===== config.mk =====
export PLATFORM = sky130hd
export DESIGN_NAME = mem_arb
export DESIGN_NICKNAME = d
export VERILOG_FILES = /design/src/rtl/mem_arb_pkg.sv /design/src/rtl/mem_arb.sv
export SDC_FILE = /design/constraint.sdc
export NUM_CORES = 1
export LEC_CHECK = 0
export ABC_AREA = 1
export CORE_MARGIN = 3
export CORE_UTILIZATION = 35
export CTS_BUF_LIST = sky130_fd_sc_hd__clkbuf_4
export DETAILED_ROUTE_END_ITERATION = 8
export GPL_TIMING_DRIVEN = 0
export PLACE_DENSITY = 0.71
export SETUP_SLACK_MARGIN = 0.15
export SYNTH_ARGS = -nofsm -noshare
export SYNTH_HDL_FRONTEND = slang
export SYNTH_SLANG_ARGS = --single-unit

===== constraint.sdc =====
create_clock -name clk -period 2.15 [get_ports clk]
set_clock_uncertainty 0.15 [all_clocks]
set_input_delay 0.43 -clock clk [delete_from_list [all_inputs] [get_ports clk]]
set_output_delay 0.43 -clock clk [all_outputs]
set_load 0.02 [all_outputs]

===== src/rtl/mem_arb_pkg.sv =====
// Shared encodings for the instruction/data memory arbiter.
// The 2-bit state codes are also consumed by pipeline control logic.
package mem_arb_pkg;

  localparam logic [1:0] ST_IDLE     = 2'b00;
  localparam logic [1:0] ST_IF_BUSY  = 2'b01;
  localparam logic [1:0] ST_MEM_BUSY = 2'b10;
  localparam logic [1:0] ST_IF_DROP  = 2'b11;

  typedef enum logic [1:0] {
    IDLE     = ST_IDLE,
    IF_BUSY  = ST_IF_BUSY,
    MEM_BUSY = ST_MEM_BUSY,
    IF_DROP  = ST_IF_DROP
  } arb_state_e;

  localparam int CNT_W = 4;

  function automatic logic [CNT_W-1:0] sat_inc(input logic [CNT_W-1:0] v,
                                               input logic [CNT_W-1:0] max);
    return (v >= max) ? max : v + 1'b1;
  endfunction

endpackage


===== src/rtl/mem_arb.sv =====
// Single-port memory arbiter between instruction fetch and data access.
// Data side wins by default; a saturating counter bounds how long a fetch can starve.
module mem_arb
  import mem_arb_pkg::*;
#(
  parameter int AW         = 32,
  parameter int DW         = 32,
  parameter int MAX_CONSEC = 4
) (
  input  logic          clk,
  input  logic          reset,
  input  logic          if_req,
  input  logic [AW-1:0] if_addr,
  input  logic          if_flush,
  output logic          if_ready,
  output logic [DW-1:0] if_rdata,
  input  logic          mem_req,
  input  logic          mem_we,
  input  logic [AW-1:0] mem_addr,
  input  logic [DW-1:0] mem_wdata,
  output logic          mem_ready,
  output logic [DW-1:0] mem_rdata,
  output logic          stall_if,
  output logic          stall_mem,
  output logic          m_req,
  output logic          m_we,
  output logic [AW-1:0] m_addr,
  output logic [DW-1:0] m_wdata,
  input  logic          m_ack,
  input  logic [DW-1:0] m_rdata
);

  localparam logic [CNT_W-1:0] MAX_C = CNT_W'(MAX_CONSEC);

  arb_state_e       state_q, state_d;
  logic [CNT_W-1:0] consec_q, consec_d;
  logic             m_req_q, m_req_d;
  logic             m_we_q, m_we_d;
  logic [AW-1:0]    m_addr_q, m_addr_d;
  logic [DW-1:0]    m_wdata_q, m_wdata_d;
  logic             if_ready_q, if_ready_d;
  logic [DW-1:0]    if_rdata_q, if_rdata_d;
  logic             mem_ready_q, mem_ready_d;
  logic [DW-1:0]    mem_rdata_q, mem_rdata_d;

  logic if_ok;
  logic ready_cyc;

  assign if_ok     = if_req & ~if_flush;
  // The requester still holds its request during its ready cycle; never re-grant then.
  assign ready_cyc = if_ready_q | mem_ready_q;

  always_comb begin
    state_d     = state_q;
    consec_d    = consec_q;
    m_req_d     = m_req_q;
    m_we_d      = m_we_q;
    m_addr_d    = m_addr_q;
    m_wdata_d   = m_wdata_q;
    if_ready_d  = 1'b0;
    if_rdata_d  = if_rdata_q;
    mem_ready_d = 1'b0;
    mem_rdata_d = mem_rdata_q;
    case (state_q)
      IDLE: begin
        if (!ready_cyc) begin
          if (mem_req && !(consec_q == MAX_C && if_ok)) begin
            state_d   = MEM_BUSY;
            m_req_d   = 1'b1;
            m_we_d    = mem_we;
            m_addr_d  = mem_addr;
            m_wdata_d = mem_wdata;
            consec_d  = if_req ? sat_inc(consec_q, MAX_C) : '0;
          end else if (if_ok) begin
            state_d  = IF_BUSY;
            m_req_d  = 1'b1;
            m_we_d   = 1'b0;
            m_addr_d = if_addr;
            consec_d = '0;
          end
        end
      end
      IF_BUSY: begin
        if (m_ack) begin
          state_d = IDLE;
          m_req_d = 1'b0;
          if (!if_flush) begin
            if_ready_d = 1'b1;
            if_rdata_d = m_rdata;
          end
        end else if (if_flush) begin
          state_d = IF_DROP;
        end
      end
      MEM_BUSY: begin
        if (m_ack) begin
          state_d     = IDLE;
          m_req_d     = 1'b0;
          mem_ready_d = 1'b1;
          if (!m_we_q) mem_rdata_d = m_rdata;
        end
      end
      IF_DROP: begin
        if (m_ack) begin
          state_d = IDLE;
          m_req_d = 1'b0;
        end
      end
      default: begin
        state_d = IDLE;
        m_req_d = 1'b0;
      end
    endcase
  end

  always_ff @(posedge clk) begin
    if (reset) begin
      state_q     <= IDLE;
      consec_q    <= '0;
      m_req_q     <= 1'b0;
      m_we_q      <= 1'b0;
      m_addr_q    <= '0;
      m_wdata_q   <= '0;
      if_ready_q  <= 1'b0;
      if_rdata_q  <= '0;
      mem_ready_q <= 1'b0;
      mem_rdata_q <= '0;
    end else begin
      state_q     <= state_d;
      consec_q    <= consec_d;
      m_req_q     <= m_req_d;
      m_we_q      <= m_we_d;
      m_addr_q    <= m_addr_d;
      m_wdata_q   <= m_wdata_d;
      if_ready_q  <= if_ready_d;
      if_rdata_q  <= if_rdata_d;
      mem_ready_q <= mem_ready_d;
      mem_rdata_q <= mem_rdata_d;
    end
  end

  assign m_req     = m_req_q;
  assign m_we      = m_we_q;
  assign m_addr    = m_addr_q;
  assign m_wdata   = m_wdata_q;
  assign if_ready  = if_ready_q;
  assign if_rdata  = if_rdata_q;
  assign mem_ready = mem_ready_q;
  assign mem_rdata = mem_rdata_q;

  assign stall_if  = if_req & ~if_flush & ~if_ready_q;
  assign stall_mem = mem_req & ~mem_ready_q;

endmodule


# After elaboration in Yosys (flattened, before gate mapping)

Cells that the tools add are included.

Mux-type cells: 22
Magnitude comparators: 1
Add/sub/neg operators: 1
Reductions and logical operators: 15
Bitwise logic cells: 12
Eq/ne operators: 9

Operator list:

| cell                                                                                | number |
|---|---|
| 32-bit two-way mux                                                                  | 2 |
| 4-bit two-way mux                                                                   | 4 |
| 3-bit AND reduction                                                                 | 5 |
| 2-bit two-way mux                                                                   | 6 |
| 1-bit two-way mux                                                                   | 8 |
| 1-bit inverter                                                                      | 8 |
| 3-bit inequality test, second input constant                                        | 2 |
| 2-bit case mux with 3 select lines                                                  | 1 |
| 3-bit OR reduction                                                                  | 2 |
| 4-bit by 1-bit adder with 4-bit output, second input constant                       | 1 |
| 2-bit == test, second input constant                                                | 2 |
| 4-bit by 3-bit == test with 1-bit output, second input constant                     | 1 |
| 4-bit by 3-bit greater-or-equal comparator with 1-bit output, second input constant | 1 |
| 2-bit by 1-bit inequality test with 1-bit output, second input constant             | 2 |
| 4-bit AND reduction                                                                 | 1 |
| 2-bit OR reduction                                                                  | 2 |
| 1-bit bitwise AND                                                                   | 3 |
| 2-bit by 1-bit == test with 1-bit output, second input constant                     | 1 |
| 1-bit logical AND                                                                   | 2 |
| 2-bit zero test                                                                     | 1 |
| 2-bit inequality test, second input constant                                        | 1 |
| 1-bit case mux with 2 select lines                                                  | 1 |
| 2-bit nonzero test                                                                  | 1 |
| 1-bit zero test                                                                     | 1 |
| 1-bit OR                                                                            | 1 |

Bits in registers: 138
Logic and storage cells: 70
Output and inout bits: 134
Input bits: 135

# Depth between registers and ports, before layout

Word-level depth: 8
Mapped depth: 12
Gate-level depth less buffers: 11

# Worst setup path after synthesis

No wires, ideal clock.

Kind: reg2reg
Start point: reg consec_q[0]
End point: reg m_wdata_q[10], in the netlist m_wdata[10]
Required time: 1,884 ps
Setup time: 116 ps
Arrival time: 1,355 ps
Path buffers: 1
Setup slack: 530 ps
Period minus slack after synthesis: 1,620 ps
Cell stages (with the launch flop): 12
Cells stage by stage: dfxtp_1 > inv_1 > ha_1 > nand2_1 > inv_1 > nand3_1 > nand2_2 > nor2_4 > inv_2 > buf_6 > nor2_1 > nor2_1

Longest elaborated chain between the ends: 5

RTL lines:

| what                                     | RTL line       | source |
|---|---|---|
| from (decl)                              | mem_arb.sv:36  | `logic [CNT_W-1:0] consec_q, consec_d;` |
| from (signal assigned)                   | mem_arb.sv:130 | `consec_q <= consec_d;` |
| 4-bit by 3-bit == test with 1-bit output | mem_arb.sv:67  | `if (mem_req && !(consec_q == MAX_C && if_ok)) begin` |
| 1-bit logical AND                        | mem_arb.sv:67  |  |
| 1-bit zero test                          | mem_arb.sv:67  |  |
| 1-bit logical AND                        | mem_arb.sv:67  |  |
| 3-bit AND reduction (no line)            | --             |  |
| to (signal assigned)                     | mem_arb.sv:134 | `m_wdata_q <= m_wdata_d;` |
| to (decl)                                | mem_arb.sv:40  | `logic [DW-1:0] m_wdata_q, m_wdata_d;` |

No other way between the ends.
A chain may end at the register's enable or synchronous reset.

# Worst setup path in the final report

Start point: in if_flush
End point: out stall_if

Longest elaborated chain between the ends: 3

RTL lines:

| what                           | RTL line       | source |
|---|---|---|
| from (decl)                    | mem_arb.sv:14  | `input logic if_flush,` |
| 1-bit inverter (no line)       | --             |  |
| 1-bit bitwise AND (2 in a row) | mem_arb.sv:151 | `assign stall_if = if_req & ~if_flush & ~if_ready_q;` |
| to (decl)                      | mem_arb.sv:23  | `output logic stall_if,` |

No other way between the ends.

==> impl_metrics.ini <==
[sta]
max_freq_mhz = 512
fin_crit_ns = 1.95
relSlewSlack_pct = 64.3
min_period_over_period_pct = 90.9
setup_viol = 0
slew_violations = 0
tightest_slew_ns = 0.535
finalHoldViolations = 0
final.setup.worst_slack_ns = 0.196
rsz0062_at_grt = true

[synthesis]
syn_nets = 873
synth_flop_cell = dfxtp_1
synth_edf_count = 0
ys_warn_count = 0
synth.avg_cell_area_um2 = 7.42
seq_area_frac_synth_pct = 50.6
synth-seq-cells = 138
async_reset_ff_share_pct = 0
netlist_area_um2 = 5460
synth_cell_types = 21
synthCells = 736

[critical_path]
worstPathArrival_ns = 1.37
cpPeakStageDelay_ns = 0.50
path_class = in2out
endpoint_kind = output port
worst_path_max_delay_cell = clkdlybuf4s50_1
required_ns = 1.57
crit_chain = clkdlybuf4s50_1 -> inv_2 -> nand2_2 -> nor2_1 -> clkbuf_2
startpoint_type = input port
crit_path_max_fanout = 3

[cells_and_area]
final_cell_mix = 201 x nor2_1, 136 x dfxtp_1, 132 x clkdlybuf4s50_1, 132 x dlygate4sd2_1, 114 x nand2_1
fin_nets = 1165
drive_gt1_share_pct = 8.07
stdcell_count = 1253
final_common_cell = nor2_1
nFillCells = 1538
area_growth_pct = 57.3

[global_routing]
grt_pass1_vias = 5341
grt_max_degree = 17
grt_pass1_wl_um = 27100
grtUsageTotal_pct = 20.5
antenna_found_initial = 1
grt-ovfl-total = 0

[cts]
htree_levels = 4
cts_tree = built
clkTransAtPathRegs_ns = 0.11
clock_sinks = 138
numCtsBuffers = 17
clockBufferDepth = 2
worstSkewPairLatency_ns = 0.52
root_buffer = clkbuf_4

[power]
irDropWorstVdd_mv = 0.389
total_power_uw = 6410
p_leak_uw = 0.00442
power_density_nw_per_um2 = 746

[floorplanning]
num_rows = 45
die_y_um = 131
die_w_um = 131
dieArea_um2 = 17100
core_um2 = 15300
start_util_pct = 35.8
ios = 269

[place]
place_ws_ns = -0.255
dp_cells = 1214
port_buffers = 267
dp_hpwl_um = 13600
gp_congestion = 0.800

[min_path]
worstHoldPathType = in2reg

[detailed_routing]
vias_per_cell = 4.48
drt-wirelength-per-cell_um = 14.5
detail_route.wirelength_um = 18200
drc_errors = 0
ant_nets = 0
vias = 5608
drt_iter0_markers = 190
firstDrtPassIters = 4

[flow_run]
drv_cap = 0

[status]
status = finished clean
==> through the flow <==
stage / TNS [ns] / area [um2] / util, % / hold WS [ns]
floorplan: 0 / 5460 / - / 0.299
global placement: -11.95 / 8400 / 55.0 / 0.311
detailed placement: -12.95 / 8400 / 55.0 / 0.326
CTS: 0 / 8540 / 56.0 / 0.260
global route: 0 / 8590 / 56.3 / 0.201
finish: 0 / 8590 / 56.3 / 0.224
==> per-layer routing <==
metal	share of wire, %	vias to the layer above	track usage, %	wire length, um
li1	-	2916	-	-
met1	41	2468	23.2	7530
met2	45	206	34.0	8250
met3	12	18	10.1	2140
met4	1.3	0	6.17	235
met5	0	-	0	0
==> cells in the mapped netlist (2+ instances only) <==
cell	n	area share (%)
buf_2	19	1.7
nand2_2	3	0.34
inv_2	5	0.34
dfxtp_1	138	51
o21ai_1	4	0.37
inv_1	44	3.0
nand3_1	39	3.6
nor2_4	2	0.41
buf_6	7	1.4
ha_1	2	0.46
o21ai_0	94	8.6
nand2_1	114	7.8
buf_4	2	0.27
nor2_1	201	14
clkbuf_1	17	1.2
a21oi_1	9	0.82
o21a_1	32	4.4
==> power breakdown <==
part           internal, uW  switching (uW)
Sequential             2810             120
Combinational           737             957
Clock                   840             944
Total                  4390            2020
==> cells by family after synthesis <==
logic type	after synthesis	share of synthesized area (%)
compound gates	139	14.2
fa+ha+maj	2	0.458
simple gates	362	26.7
flops	138	50.6
buf+inv	95	8.06
==> sequential cells by signal (all words and copies together) (netlist names) <==
register	cells
m_wdata	32
if_rdata	32
if_ready	1
consec_q	4
m_we	1
mem_rdata	32
m_addr	32
mem_ready	1
m_req	1
state_q	2
==> layout make-up <==
cell class	count	area, um2	share of cell area, %
clock buffers	20	150	1.75
clock inverters	12	150	1.75
diodes	1	2.50	0.0291
repair buffers	273	2550	29.7
well taps	211	264	3.07
plain buffers	46	262	3.04
multi-input cells	503	2260	26.4
inverters	49	184	2.14
flip-flops and latches	138	2770	32.2
==> critical path, delay by kind of cell <==
| family | cells | cell delay [ns] |
|---|---|---|
| buffers and inverters | 3 | 0.79 |
| and+or+nand+nor | 2 | 0.15 |
==> worst paths after layout <==
path | start | end | slack, ns | cells past startpoint
max | if_flush | stall_if | 0.20 | 5
min | mem_req | state_q[1]$_SDFFE_PP0P_ | 0.22 | 5
max reg2reg | consec_q[0]$_SDFFE_PP0P_ | m_wdata[30]$_SDFFE_PP0P_ | 0.31 | 11
min reg2reg | m_req$_SDFFE_PP0P_ | m_req$_SDFFE_PP0P_ | 0.34 | 2
==> what timing repair did <==
action | 4_1_cts | 5_1_grt
setup buffers | 0 | 5
hold buffers | 1 | 0
setup endpoints to repair | 134 | 61
pin swaps | 0 | 2
hold endpoints to repair | 8 | 0
resized for setup | 136 | 14
(Power assumes the default switching activity.)
